File: src/rtl/atm_pkg.sv
// ATM state encodings, driver FSM states and data widths shared by the session driver.
package atm_pkg;

  localparam int PIN_W  = 16;
  localparam int CASH_W = 14;

  localparam logic [2:0] ATM_S_IDLE     = 3'd0;
  localparam logic [2:0] ATM_S_CARD     = 3'd1;
  localparam logic [2:0] ATM_S_PIN      = 3'd2;
  localparam logic [2:0] ATM_S_AMOUNT   = 3'd3;
  localparam logic [2:0] ATM_S_DISPENSE = 3'd4;

  typedef enum logic [2:0] {
    DRV_IDLE,
    DRV_SETUP,
    DRV_STEP,
    DRV_WAIT,
    DRV_REPORT,
    DRV_CANCEL,
    DRV_CWAIT,
    DRV_FAIL
  } drv_state_e;

  // Steps that carry data get one quiet cycle so pin/cash_in settle before next rises.
  function automatic logic needs_setup(input logic [2:0] step);
    return (step == ATM_S_PIN) || (step == ATM_S_AMOUNT);
  endfunction

endpackage

File: src/rtl/atm_step_timer.sv
// Loadable saturating step timer: load sets the count to 1 (first cycle of a step).
// hold_done_o flags NEXT_HOLD cycles elapsed, timeout_o flags TIMEOUT; the count never wraps.
module atm_step_timer #(
  parameter int NEXT_HOLD = 3,
  parameter int TIMEOUT   = 64,
  parameter int CNT_W     = 8
) (
  input  logic clk,
  input  logic rst,
  input  logic load_i,
  output logic hold_done_o,
  output logic timeout_o
);

  localparam logic [CNT_W-1:0] HOLD_V = CNT_W'(NEXT_HOLD);
  localparam logic [CNT_W-1:0] TMO_V  = CNT_W'(TIMEOUT);

  logic [CNT_W-1:0] cnt_q, cnt_d;

  always_comb begin
    cnt_d = cnt_q;
    if (load_i) begin
      cnt_d = CNT_W'(1);
    end else if (cnt_q != TMO_V) begin
      cnt_d = cnt_q + CNT_W'(1);
    end
  end

  always_ff @(posedge clk or posedge rst) begin
    if (rst) begin
      cnt_q <= '0;
    end else begin
      cnt_q <= cnt_d;
    end
  end

  assign hold_done_o = (cnt_q == HOLD_V);
  assign timeout_o   = (cnt_q == TMO_V);

endmodule

File: src/rtl/atm_session_driver.sv
// Customer-side ATM initiator: one start runs card -> PIN -> amount -> dispense, then reports.
// Define ATM_DRV_RETRY_EN to re-issue a step once after its first timeout before cancelling.
module atm_session_driver
  import atm_pkg::*;
#(
  parameter int NEXT_HOLD = 3,
  parameter int TIMEOUT   = 64,
  parameter int CNT_W     = 8
) (
  input  logic              clk,
  input  logic              rst,
  input  logic              start,
  input  logic              abort,
  input  logic [PIN_W-1:0]  req_pin,
  input  logic [CASH_W-1:0] req_amount,
  input  logic [2:0]        atm_state,
  input  logic              atm_success,
  input  logic [CASH_W-1:0] atm_cash_out,
  output logic              atm_next,
  output logic              atm_cancel,
  output logic [PIN_W-1:0]  atm_pin,
  output logic [CASH_W-1:0] atm_cash_in,
  output logic              busy,
  output logic              done,
  output logic              pass,
  output logic [CASH_W-1:0] cash_received,
  output logic [2:0]        err_step
);

  drv_state_e        state_q, state_d;
  logic [2:0]        step_q, step_d;
  logic [2:0]        err_q, err_d;
  logic [PIN_W-1:0]  pin_q, pin_d;
  logic [CASH_W-1:0] amt_q, amt_d;
  logic [CASH_W-1:0] cash_q, cash_d;
  logic              tmr_load, tmr_hold_done, tmr_timeout;
  logic              unexpected, wait_fail, active;
`ifdef ATM_DRV_RETRY_EN
  logic              retry_q, retry_d;
`endif

  atm_step_timer #(
    .NEXT_HOLD (NEXT_HOLD),
    .TIMEOUT   (TIMEOUT),
    .CNT_W     (CNT_W)
  ) u_timer (
    .clk         (clk),
    .rst         (rst),
    .load_i      (tmr_load),
    .hold_done_o (tmr_hold_done),
    .timeout_o   (tmr_timeout)
  );

  // In WAIT(n) only n-1 (not yet moved) or n (arrived) are legal ATM states.
  assign unexpected = (atm_state != step_q) && (atm_state != (step_q - 3'd1));
  assign wait_fail  = tmr_timeout || unexpected;

  always_comb begin
    state_d = state_q;
    step_d  = step_q;
    err_d   = err_q;
    pin_d   = pin_q;
    amt_d   = amt_q;
    cash_d  = cash_q;
`ifdef ATM_DRV_RETRY_EN
    retry_d = retry_q;
`endif
    case (state_q)
      DRV_IDLE: begin
        if (start && !abort) begin
          pin_d   = req_pin;
          amt_d   = req_amount;
          step_d  = ATM_S_CARD;
          state_d = DRV_STEP;
`ifdef ATM_DRV_RETRY_EN
          retry_d = 1'b0;
`endif
        end
      end
      DRV_SETUP: begin
        if (abort) begin
          err_d   = '0;
          state_d = DRV_CANCEL;
        end else begin
          state_d = DRV_STEP;
        end
      end
      DRV_STEP: begin
        if (abort) begin
          err_d   = '0;
          state_d = DRV_CANCEL;
        end else if (tmr_hold_done) begin
          state_d = DRV_WAIT;
        end
      end
      DRV_WAIT: begin
        if (abort) begin
          err_d   = '0;
          state_d = DRV_CANCEL;
        end else if (atm_state == step_q) begin
`ifdef ATM_DRV_RETRY_EN
          retry_d = 1'b0;
`endif
          if (step_q == ATM_S_DISPENSE) begin
            state_d = DRV_REPORT;
          end else begin
            step_d  = step_q + 3'd1;
            state_d = needs_setup(step_q + 3'd1) ? DRV_SETUP : DRV_STEP;
          end
        end else if (wait_fail) begin
`ifdef ATM_DRV_RETRY_EN
          if (!retry_q) begin
            retry_d = 1'b1;
            state_d = needs_setup(step_q) ? DRV_SETUP : DRV_STEP;
          end else begin
            err_d   = step_q;
            state_d = DRV_CANCEL;
          end
`else
          err_d   = step_q;
          state_d = DRV_CANCEL;
`endif
        end
      end
      DRV_REPORT: begin
        cash_d  = atm_cash_out;
        state_d = DRV_IDLE;
      end
      DRV_CANCEL: begin
        if (tmr_hold_done) begin
          state_d = DRV_CWAIT;
        end
      end
      DRV_CWAIT: begin
        if ((atm_state == ATM_S_IDLE) || tmr_timeout) begin
          state_d = DRV_FAIL;
        end
      end
      DRV_FAIL: begin
        cash_d  = atm_cash_out;
        state_d = DRV_IDLE;
      end
      default: state_d = DRV_IDLE;
    endcase
    // Timer restarts on every entry into a next-hold or cancel-hold phase.
    tmr_load = ((state_d == DRV_STEP) && (state_q != DRV_STEP)) ||
               ((state_d == DRV_CANCEL) && (state_q != DRV_CANCEL));
  end

  always_ff @(posedge clk or posedge rst) begin
    if (rst) begin
      state_q <= DRV_IDLE;
      step_q  <= '0;
      err_q   <= '0;
      pin_q   <= '0;
      amt_q   <= '0;
      cash_q  <= '0;
`ifdef ATM_DRV_RETRY_EN
      retry_q <= 1'b0;
`endif
    end else begin
      state_q <= state_d;
      step_q  <= step_d;
      err_q   <= err_d;
      pin_q   <= pin_d;
      amt_q   <= amt_d;
      cash_q  <= cash_d;
`ifdef ATM_DRV_RETRY_EN
      retry_q <= retry_d;
`endif
    end
  end

  assign active        = (state_q != DRV_IDLE);
  assign busy          = state_q inside {DRV_SETUP, DRV_STEP, DRV_WAIT, DRV_CANCEL, DRV_CWAIT};
  assign atm_next      = (state_q == DRV_STEP);
  assign atm_cancel    = (state_q == DRV_CANCEL);
  assign atm_pin       = (active && (step_q >= ATM_S_PIN)) ? pin_q : '0;
  assign atm_cash_in   = (active && (step_q >= ATM_S_AMOUNT)) ? amt_q : '0;
  assign done          = (state_q == DRV_REPORT) || (state_q == DRV_FAIL);
  assign pass          = (state_q == DRV_REPORT) && atm_success;
  assign cash_received = cash_q;
  assign err_step      = (state_q == DRV_FAIL) ? err_q :
                         ((state_q == DRV_REPORT) && !atm_success) ? ATM_S_DISPENSE : 3'd0;

endmodule

File: config.mk
export PLATFORM = sky130hd
export DESIGN_NAME = atm_session_driver
export DESIGN_NICKNAME = d
export VERILOG_FILES = /design/src/rtl/atm_pkg.sv /design/src/rtl/atm_step_timer.sv /design/src/rtl/atm_session_driver.sv
export SDC_FILE = /design/constraint.sdc
export NUM_CORES = 1
export LEC_CHECK = 0
export CELL_PAD_IN_SITES_DETAIL_PLACEMENT = 1
export CELL_PAD_IN_SITES_GLOBAL_PLACEMENT = 1
export CORE_MARGIN = 2
export CORE_UTILIZATION = 35
export DETAILED_ROUTE_END_ITERATION = 10
export PLACE_DENSITY_LB_ADDON = 0.1
export SYNTH_ARGS = -nofsm -noshare
export SYNTH_HDL_FRONTEND = slang
export SYNTH_SLANG_ARGS = --single-unit
File: constraint.sdc
create_clock -name clk -period 3.2 [get_ports clk]
set_clock_uncertainty 0.2 [all_clocks]
set_input_delay 0.64 -clock clk [delete_from_list [all_inputs] [get_ports clk]]
set_output_delay 0.64 -clock clk [all_outputs]
set_load 0.03 [all_outputs]
==> summary.md <==
| Metric | Value |
|---|---|
| Post-DP HPWL | `5880 um` |
| Period minus WS final | `3040 ps` |
| Max-slew headroom | `58.5%` |
| Clock tree from TritonCTS | `built` |
| Area after DPL | `4360 um^2` |
| Crit path max-delay cell type | `clkdlybuf4s50_1` |
| Starting Density | `36.1%` |
| Fill cell count | `954` |
| Number of flops mapped to enable cells by yosys | `0` |
| Final hold vios | `0` |
| Slew Limit Fails | `0` |
| Setup Fix Bufs, Post-CTS | `0` |
| Die Span Y | `98.6 um` |
| Status | `completed` |
| CP Capture Type | `output port` |
| Vias in the first global route | `2855` |
| Ant diodes | `0` |
| Syn Std Cell Area | `3130 um^2` |
| Cts hold-fix bufs | `0` |
| Final Wtd Congestion | `0.809` |
| Area of the core region | `8680 um^2` |
| Grt total ovfl | `0` |
| RSZ-0062 raised after global routing | `no` |
| Die X | `98.6 um` |
| Vias per cell | `4.83` |
| Endpoints failing setup | `0` |
| Iteration-0 DRC Markers | `81` |
| Post-Syn Instances | `299` |
| Hold EP | `cash_received[8]` |
| Leak Pwr | `2.05 nW` |
| Worst-Margin Slew | `614 ps` |
| Area grow syn2layout | `46.3%` |
| Commonest non-fill, non-tap cell in the layout | `clkdlybuf4s50_1` |
| Register area share after synthesis | `48.8%` |
| Worst EP arrival | `2200 ps` |
| Hold path depth | `2` |
| Die Area | `9710 um^2` |
| FP Rows | `34` |
| R2R depth | `8` |
| R2R Setup Slk | `580 ps` |
| Setup TNS Final | `0 ps` |
| Number of synthesized register bits | `61` |
| Antenna violations before repair | `0` |
| Power Dens Cells | `1010 nW/um^2` |
| Most frequent cells in the layout | `clkdlybuf4s50_1, dfrtp_1, nand2_1, mux2_2, and2_1` |
| Total CTS buffers | `9` |
| YS warnings | `0` |
| Routed length per instance | `15.1 um` |
| Critical path peak fanout | `16` |
| Clk slew on worst S/H paths | `70 ps` |
| Nets | `476` |
| Gr usage total | `17.5%` |
| Required time worst endpoint | `2360 ps` |
| Clk_lat worst skew | `340 ps` |
| Drt drc | `0` |
| Post-synth top area cell | `dfrtp_1` |
| Power after layout | `4.63 mW` |
| FFs w/ async S/R, synth | `100%` |
| Peak VDD IR | `0.000420 V` |
| ANT nets after route | `0` |
| Critical path cell sequence | `nor3_1 -> a21oi_4 -> and2_1 -> clkdlybuf4s50_1` |
| Crit share post-route | `95.1%` |
| Mapped Nets | `359` |
| Top cell type's share of synthesized area | `48.8%` |
| DRT Pass-1 Iters | `4` |
| HP Class | `reg2reg` |
| Share of cells above drive strength 1 | `17.9%` |
| Yosys cell types | `45` |
| Max incr delay on CP | `600 ps` |
| H-tree levels | `3` |
| Worst setup SP type | `register` |
| Reg-to-reg startpoint | `step_q[1]` |
| Max-cap violations | `0` |
| Via count | `2548` |
| Hold wc startpoint | `cash_received[8]` |
| CTS Sinks | `61` |
| Multi-input logic area | `1520 um^2` |
| Largest net degree at the start of global routing | `45` |
| Max clock buf depth | `2` |
| First-pass GRT wire length | `13600 um` |
| Main synth FF type | `dfrtp_1` |
| Fmax | `0.329 GHz` |
| Top cells by area, synth | `dfrtp_1, mux2_2, nand2_1` |
| Crit Path Class | `reg2out` |
| Port Buf Inserts | `103` |
| Register area | `1530 um^2` |
| Capture point of the worst reg-to-reg path | `u_timer.cnt_q[0]` |
| Detailed Route WL | `7960 um` |
| Ports | `104` |
| Root buf cell | `clkbuf_8` |
| Average size of a mapped cell | `10.5 um^2` |
| Post-Layout Inst Area | `4580 um^2` |
[cell usage after synthesis, types with 2 or more instances]
master,number
dfrtp_1,61
nand2_1,57
mux2_2,32
and2_1,31
nor2_1,13
nor3_1,12
inv_1,10
a21oi_1,8
ha_1,8
xnor2_1,6
buf_2,5
mux2i_1,5
and3_1,4
clkbuf_1,4
a211oi_1,3
or3_1,3
xor2_1,3
a31oi_1,2
and4_1,2
buf_6,2
nand2b_1,2
nand3_1,2
nor3_2,2
[per-stage QoR]
stage	util [%]	worst slack, ps	std cells	hold WS [ps]
floorplan	-	756	299	272
global placement	50.2	202	513	257
detailed placement	50.2	9.72	513	263
CTS	52.7	85.4	528	282
global route	52.7	79.6	528	309
finish	52.7	156	528	278
[cells by family after synthesis]
logic type               count (synthesis)  share of synthesized area (%)
flip-flops                              61                           48.8
adder cells (fa/ha/maj)                  8                           3.20
multiplexers                            37                           13.1
AO/OA/AOI/OAI                           21                           5.12
AND/OR/NAND/NOR                        138                           22.6
buffers and inverters                   23                           3.44
XOR/XNOR                                11                           3.80
[cell type report]
class                      count  share of cell area, %
multi-input combinational    215                   33.2
timing repair buffer         118                   24.9
clock buffer                  11                   3.09
sequential                    61                   33.4
inverter                      11                  0.902
clock inverter                 4                   1.59
tap                          108                   2.95
[report_power, final]
group          switching (mW)  internal [mW]
sequential              0.190           1.13
clock                   0.303          0.454
combinational            1.45           1.11
[worst max-delay path: cells and delay by family, from the launching register on]
kind | cells | cell delay (ps)
AO/OA/AOI/OAI | 1 | 150
buffers and inverters | 1 | 600
flip-flops | 1 | 400
AND/OR/NAND/NOR | 2 | 720
[worst max path at each step]
stage / slack [ps] / cells after the start / from / to
4_1_cts: 90 / 4 / step_q[1] / atm_pin[3]
3_5_place_dp: 10 / 6 / step_q[1] / atm_cash_in[11]
6_report: 160 / 4 / state_q[0] / atm_pin[3]
3_3_place_gp: 200 / 5 / atm_success / err_step[2]
2_1_floorplan: 760 / 7 / step_q[0] / u_timer.cnt_q[0]
5_1_grt: 80 / 5 / state_q[0] / done
[per-layer routing]
metal | GRT usage [%] | share of wire, %
met3 | 4.82 | 5.5
met1 | 20.9 | 43
met4 | 6.64 | 1.3
met5 | 0 | 0
met2 | 30.0 | 50
[registers in the layout, indices dropped and copies added, names as in the netlist]
name           flops
cash_received     14
amt_q             14
state_q            3
step_q             3
err_q              3
pin_q             16
u_timer.cnt_q      8
[what timing repair did]
action,in CTS,in global routing
cloned,0,0
gates resized for setup,18,1
setup endpoints to repair,30,7
No activity file was read; power rests on OpenSTA's default activity.
